==> src/rtl/tracker_pkg.sv <==
// Shared types and constants for the handshake-signal timestamp trackers.
package tracker_pkg;

    typedef logic signed [31:0] timestamp_t;

    localparam timestamp_t TS_NOT_FOUND = -32'sd1;

endpackage

==> src/rtl/signal_tracker_ring.sv <==
// Circular timestamp storage: one write port, every entry and valid bit exposed flat.
module signal_tracker_ring #(
    parameter int BUFFER_WIDTH = 8
) (
    input  logic                         clk,
    input  logic                         rst,
    input  logic                         wr_en,
    input  logic [31:0]                  wr_data,
    output logic [BUFFER_WIDTH-1:0][31:0] entries,
    output logic [BUFFER_WIDTH-1:0]      valid
);

    localparam int PTR_W = (BUFFER_WIDTH > 1) ? $clog2(BUFFER_WIDTH) : 1;
    localparam logic [PTR_W-1:0] LAST_IDX = PTR_W'(BUFFER_WIDTH - 1);

    logic [PTR_W-1:0] wr_ptr;

    // Entry payloads are not reset; the valid bits alone gate visibility.
    always_ff @(posedge clk) begin
        if (!rst) begin
            valid  <= '0;
            wr_ptr <= '0;
        end else if (wr_en) begin
            entries[wr_ptr] <= wr_data;
            valid[wr_ptr]   <= 1'b1;
            wr_ptr          <= (wr_ptr == LAST_IDX) ? '0 : wr_ptr + 1'b1;
        end
    end

endmodule

==> src/rtl/signal_tracker.sv <==
// Logs counter values while tracked_signal is asserted and answers registered point/range queries.
// Build option SIGNAL_TRACKER_EDGE_ONLY_EN: log only the first cycle of each assertion.
import tracker_pkg::*;

module signal_tracker #(
    parameter int DATA_WIDTH   = 1,
    parameter int BUFFER_WIDTH = 8
) (
    input  logic                  clk,
    input  logic                  rst,
    input  logic signed [31:0]    counter,
    input  logic [DATA_WIDTH-1:0] tracked_signal,
    input  logic signed [31:0]    value_in,
    output logic [1:0][31:0]      time_out,
    input  logic [1:0][31:0]      range_in,
    output logic signed [31:0]    range_out
);

    logic                          active;
    logic                          log_en;
    logic [BUFFER_WIDTH-1:0][31:0] entries;
    logic [BUFFER_WIDTH-1:0]       valid;

    timestamp_t q_time;
    timestamp_t rng_start;
    timestamp_t rng_end;
    timestamp_t pt_min;
    logic       pt_found;
    logic       rng_hit;

    assign active    = |tracked_signal;
    assign q_time    = value_in;
    assign rng_start = range_in[1];
    assign rng_end   = range_in[0];

`ifdef SIGNAL_TRACKER_EDGE_ONLY_EN
    logic prev_active;

    always_ff @(posedge clk) begin
        if (!rst) prev_active <= 1'b0;
        else      prev_active <= active;
    end

    assign log_en = active & ~prev_active;
`else
    assign log_en = active;
`endif

    signal_tracker_ring #(
        .BUFFER_WIDTH(BUFFER_WIDTH)
    ) u_ring (
        .clk     (clk),
        .rst     (rst),
        .wr_en   (log_en),
        .wr_data (counter),
        .entries (entries),
        .valid   (valid)
    );

    // Searches see the pre-write buffer, so a same-edge sample is not yet visible.
    always_comb begin
        pt_found = 1'b0;
        pt_min   = TS_NOT_FOUND;
        rng_hit  = 1'b0;
        for (int i = 0; i < BUFFER_WIDTH; i++) begin
            if (valid[i] && ($signed(entries[i]) >= q_time)
                && (!pt_found || ($signed(entries[i]) < pt_min))) begin
                pt_found = 1'b1;
                pt_min   = $signed(entries[i]);
            end
            if (valid[i] && ($signed(entries[i]) >= rng_start)
                && ($signed(entries[i]) <= rng_end)) begin
                rng_hit = 1'b1;
            end
        end
    end

    always_ff @(posedge clk) begin
        if (!rst) begin
            time_out[1] <= TS_NOT_FOUND;
            time_out[0] <= '0;
            range_out   <= '0;
        end else begin
            time_out[1] <= pt_min;
            time_out[0] <= value_in;
            range_out   <= {31'b0, rng_hit};
        end
    end

endmodule

==> config.mk <==
export PLATFORM = sky130hd
export DESIGN_NAME = signal_tracker
export DESIGN_NICKNAME = d
export VERILOG_FILES = /design/src/rtl/tracker_pkg.sv /design/src/rtl/signal_tracker_ring.sv /design/src/rtl/signal_tracker.sv
export SDC_FILE = /design/constraint.sdc
export NUM_CORES = 2
export LEC_CHECK = 0
export BUFFER_PORTS_ARGS = -buffer_cell sky130_fd_sc_hd__buf_2
export CAP_MARGIN = 5
export CORE_ASPECT_RATIO = 1.25
export CORE_UTILIZATION = 63
export DETAILED_ROUTE_END_ITERATION = 8
export GPL_TIMING_DRIVEN = 0
export PLACE_DENSITY_LB_ADDON = 0.1
export SYNTH_ARGS = -nofsm -noshare
export SYNTH_HDL_FRONTEND = slang
export SYNTH_SLANG_ARGS = --single-unit
==> constraint.sdc <==
create_clock -name clk -period 28.2 [get_ports clk]
set_input_delay 4.23 -clock clk [delete_from_list [all_inputs] [get_ports clk]]
set_output_delay 4.23 -clock clk [all_outputs]
set_load 0.01 [all_outputs]
; ---- After elaboration in Yosys (flattened, before gate mapping)
; Cells that the tools add are included.
[totals]
ff_bits = 363
output_inout_bits = 96
word_cells = 126
[op_classes]
n_addsub = 1
magnitude_cmp = 33
eq_ne = 1
mux = 29
n_bitwise = 1
n_reduce_logical = 47
[ops]
columns = operator, n
row1 = 32-bit greater-or-equal comparator, 16
row2 = 32-bit two-way mux, 9
row3 = 256-bit bitwise mux, 1
row4 = 32-bit less-or-equal comparator, 8
row5 = 32-bit less-than comparator, 7
row6 = 32-bit demux with 3-bit select, 1
row7 = 1-bit logical AND, 32
row8 = 1-bit two-way mux, 16
row9 = 8-bit OR, 1
row10 = 1-bit zero test, 7
row11 = 1-bit logical OR, 7
row12 = "3-bit by 4-bit less-than comparator with 1-bit output, second input constant", 1
row13 = "3-bit by 1-bit adder with 3-bit output, second input constant", 1
row14 = 1-bit demux with 3-bit select, 1
row15 = "3-bit equality test, second input constant", 1
row16 = "3-bit by 1-bit greater-or-equal comparator with 1-bit output, second input constant", 1
row17 = 3-bit two-way mux, 1
row18 = 2-bit AND reduction, 1

; ---- Longest topological paths before layout
[depth]
depth_word = 31
mapped_depth = 112

; ---- Cells and area by module
; Synthesis repeated with hierarchy kept, for this count alone.
[hier_totals]
hier_cells = 3775
area_unflattened_um2 = 36017.0
[modules_own_cells]
columns = module, instances, cells_per_inst, area_each_um2, seq_area_each_um2
row1 = signal_tracker, 1, 3462, 27795.4, 1301.2
row2 = signal_tracker_ring, 1, 313, 8221.6, 7907.6

; ---- Least setup slack after synthesis
; No wires, ideal clock.
[synth_path]
path_type = input to register
start = in value_in[1]
end = reg time_out[33] (netlist bit)
arrival_ns = 24.742
required_time_ns = 28.064
path_slack_ns = 3.322
cell_stages = 106
path_buffers = 13
cell_sequence = inv_1 > ha_1 > nor2b_1 > o211ai_1 > a2111oi_0 > or4_1 > o211ai_1 > and2_1 > clkbuf_1 > clkbuf_1 > clkbuf_1 > clkbuf_1 > nor2_1 > ha_1 > nor3b_1 > o211ai_1 > nor3_1 > a222oi_1 > (+70 left out) > nor2_1 > a21oi_1 > ha_1 > a21o_1 > a21oi_1 > nor2b_1 > o21ai_0 > nand2b_1 > a21oi_1 > nor2b_1 > o21ai_0 > nand2_1 > a2111oi_0 > o21ai_0 > o2111a_1 > clkbuf_1 > a2111oi_0 > a31oi_1
[synth_via]
elab_chain_cells = 31
[synth_rtl]
columns = item, line_no
row1 = start: declaration, signal_tracker.sv:13  ; input logic signed [31:0] value_in,
row2 = 32-bit greater-or-equal comparator, signal_tracker.sv:66  ; if (valid[i] && ($signed(entries[i]) >= q_time)
row3 = 1-bit logical AND, signal_tracker.sv:66
row4 = 32-bit two-way mux or 1-bit two-way mux (tied branches), signal_tracker.sv:66
row5 = 32-bit less-than comparator or 1-bit zero test (tied branches), signal_tracker.sv:67  ; && (!pt_found || ($signed(entries[i]) < pt_min))) begin
row6 = 1-bit logical OR, signal_tracker.sv:67
row7 = 1-bit logical AND, signal_tracker.sv:67
row8 = 32-bit two-way mux or 1-bit two-way mux (tied branches), signal_tracker.sv:66
row9 = 32-bit less-than comparator or 1-bit zero test (tied branches), signal_tracker.sv:67
row10 = (+15 left out), n/a
row11 = 32-bit less-than comparator or 1-bit zero test (tied branches), signal_tracker.sv:67
row12 = 1-bit logical OR, signal_tracker.sv:67
row13 = 1-bit logical AND, signal_tracker.sv:67
row14 = 32-bit two-way mux or 1-bit two-way mux (tied branches), signal_tracker.sv:66
row15 = 32-bit less-than comparator or 1-bit zero test (tied branches), signal_tracker.sv:67
row16 = 1-bit logical OR, signal_tracker.sv:67
row17 = 1-bit logical AND, signal_tracker.sv:67
row18 = 32-bit two-way mux *, signal_tracker.sv:66
row19 = end: declaration, signal_tracker.sv:14  ; output logic [1:0][31:0] time_out,
; Every way passes the cells marked *; elsewhere a longest branch is shown, timed or not.
; A chain may end at the register's enable or synchronous reset.

; ---- Final worst setup path
[layout_path]
start = in value_in[31]
end = reg time_out[46] (netlist bit)
; The elaborated chain is that of the path after synthesis.

==> impl_metrics.json <==
{
  "seqPwrFrac_pct": 36.0,
  "synth_most_common_cell": "ha_1",
  "worst_clock_skew_ps": 19.18,
  "ys.flop_type": "edfxtp_1",
  "start_util_pct": 63.70,
  "fin_util_pct": 72.46,
  "post-route-period-util_pct": 99.24,
  "multi_input_area_um2": 25630,
  "synthCells": 3756,
  "violations": "capacitance limit, slew limit",
  "synth_edf_count": 256,
  "routed_via_density": 7.025,
  "cp.buffers_inverters": 23,
  "die_y_um": 268.2,
  "antenna_found_initial": 15,
  "post-place-ws_ps": -9543,
  "grt_pass1_vias": 32261,
  "whs_path_depth": 1,
  "r2r-start": "u_ring.entries[1]",
  "portBuffers": 194,
  "finalPower_mw": 1.522,
  "grt_pass1_wl_mm": 216.1,
  "nNetsFinal": 5216,
  "cp-end-kind": "register",
  "syn_area_per_cell_um2": 9.510,
  "finalHoldViolCount": 0,
  "dp_hpwl_mm": 116.5,
  "gp_congestion": 1.111,
  "dieArea_um2": 57660,
  "r2r_cells": 103,
  "internal_power_mw": 1.011,
  "ctsHtreeMaxLevel": 2,
  "yosysUniqueCellTypes": 80,
  "drive_above_1_share_pct": 13.44,
  "hp-class": "reg -> reg",
  "power_switching_mw": 0.5109,
  "comb_power_share_pct": 27.7,
  "worst_slew_pin_slew_ps": 1519,
  "drc": 0,
  "slew_headroom_pct": -3.916,
  "grt_overflow": 0,
  "seq_area_um2": 9209,
  "cts_root_buffer": "clkbuf_16",
  "synthesis.area_um2": 35720,
  "clockBufferDepth": 3,
  "cap_viol_max_count": 1,
  "rows": 97,
  "path_max_fanout": 19,
  "chipWidth_um": 215.0,
  "design_area_um2": 40630,
  "drv_slew": 3,
  "yosys-top-cells-count": "ha_1 (987), a21oi_1 (330), inv_1 (285)",
  "ant_nets": 0,
  "p_leak_nw": 19.51,
  "r2r_end": "time_out[46]",
  "netSwitchingFraction_pct": 33.57,
  "vias": 34275,
  "ir_drop_uv": 51.70,
  "cts_tree": "yes",
  "grt_use_total_pct": 52.61,
  "nFillCells": 4410,
  "ys_seq_area_share_pct": 25.78,
  "async_flop_share_pct": 0,
  "finalCriticalPeriod_ps": 27990,
  "dr.first_iter.drc_count": 3727,
  "path_class": "in -> reg",
  "place_area_um2": 38100,
  "cpLargestDelayFamily": "compound AO/OA/AOI/OAI gates",
  "wl_mm": 153.9,
  "synth-seq-cells": 332,
  "start_kind": "input port",
  "grt_max_degree": 19,
  "cts.sinks": 332,
  "core_area_um2": 56070,
  "reg2reg_slack_ps": 3630,
  "syn_to_final_growth_pct": 13.76,
  "clk_latency_ps": 590,
  "detail_route.first_pass.iterations": 6,
  "fin_ws_ps": 213.1,
  "io_pins": 227,
  "yosys.area.top_type": "ha_1",
  "synth_top_area_share_pct": 34.57,
  "setup_viol": 0,
  "crit_arrival_ps": 28450,
  "post_drt_wl_per_cell_um": 31.54,
  "ys_top_cells_by_area": "ha_1 (35%), edfxtp_1 (22%), a21oi_1 (4.6%)",
  "clkTransAtPathRegs_ps": 60,
  "yosysWarnings": 0,
  "max_freq_mhz": 35.73,
  "power.density_nw_per_um2": 37.45,
  "worstPathRequired_ps": 28670,
  "outcome": "finished, violations left",
  "min_to": "u_ring.valid[2]",
  "cts_buffers": 40,
  "cp_slowest_cell": "a222oi_1",
  "cpPeakStageDelay_ps": 880,
  "cp.depth": 105,
  "hp-start": "u_ring.valid[2]",
  "clkPwrFrac_pct": 36.3
}
cell families (layout without fill, tap and decap cells):
kind of cell | Yosys count | count (layout) | synth area share (%)
other | 1 | 40 | 0.01050
multiplexers | 129 | 129 | 3.724
adder cells (fa/ha/maj) | 987 | 987 | 34.57
XOR/XNOR | 4 | 4 | 0.09810
AND/OR/NAND/NOR | 989 | 989 | 14.95
AO/OA/AOI/OAI | 939 | 939 | 16.45
buffers and inverters | 375 | 717 | 4.407
flip-flops | 332 | 332 | 25.78
placed cells by master (no fill, tap or decap), types with 91 or more instances in the layout:
cell type  count
a21o_1       143
a21oi_1      317
buf_2        201
edfxtp_1     256
ha_1         984
inv_1        263
mux2i_1       91
nand2_1       95
nand2b_1     122
nand4_1      208
nor2_1       203
nor2b_1      130
o21ai_0      187
registers in the layout, summed over array words and instances, names as in the netlist:
register / count
u_ring.entries: 256
time_out: 64
u_ring.valid: 8
u_ring.wr_ptr: 3
range_out: 1
area by class of cell:
type,instances,share of cell area (%)
flip-flops and latches,332,22.66
clock buffers,51,2.694
well taps,742,2.285
plain buffers,86,1.450
diodes,9,0.05543
clock inverters,21,0.6005
repair buffers,274,4.345
inverters,285,2.836
multi-input cells,3079,63.07
layer usage:
metal	part of all wire [%]	global-route usage (%)	wire length, um	vias to the layer above
li1	-	-	-	15071
met1	33	55.80	50250	16036
met2	43	80.98	65840	2282
met3	11	13.71	16870	874
met4	14	59.88	20880	12
met5	0.047	0	72	-
timing repair:
item | in CTS | in global routing
cloned | 0 | 0
pin swaps | 12 | 14
setup buffers | 36 | 20
hold buffers | 0 | 0
gates resized for setup | 108 | 77
endpoints found under the setup margin | 32 | 32
hold endpoints to repair | 0 | 0
worst max-delay path by stage:
stage                       from           end  slack (ps)
floorplan            value_in[1]  time_out[33]        3320
global placement    value_in[31]  time_out[46]      -10370
detailed placement  value_in[31]  time_out[46]       -9540
CTS                 value_in[31]  time_out[45]          30
global route         value_in[1]  time_out[54]        -230
finish              value_in[31]  time_out[46]         210
power groups by stage:
| stage | combinational [mW] | sequential, mW | clock, mW |
|---|---|---|---|
| 2_1_floorplan | 0.232 | 0.557 | 0 |
| 3_3_place_gp | 0.363 | 0.559 | 0 |
| 3_5_place_dp | 0.374 | 0.558 | 0 |
| 4_1_cts | 0.392 | 0.548 | 0.551 |
| 5_1_grt | 0.451 | 0.549 | 0.565 |
| 6_report | 0.421 | 0.549 | 0.552 |
worst reg2reg max path: cells and delay by family (launching register included):
| kind | cells | cell delay, ps |
|---|---|---|
| AND/OR/NAND/NOR | 25 | 4520 |
| flip-flops | 1 | 530 |
| adder cells (fa/ha/maj) | 8 | 2770 |
| buffers and inverters | 21 | 4590 |
| AO/OA/AOI/OAI | 45 | 10770 |
| multiplexers | 4 | 1210 |
stage by stage:
stage	cells	hold WS [ps]	TNS, ps
final	4879	480.2	0
after global routing	4872	505.6	-3950
after CTS	4852	472.0	0
after detailed placement	4744	457.4	-299110
after global placement	4722	433.5	-325120
after floorplan	3786	426.5	0
Note: power is estimated with default switching activity, not from simulation.
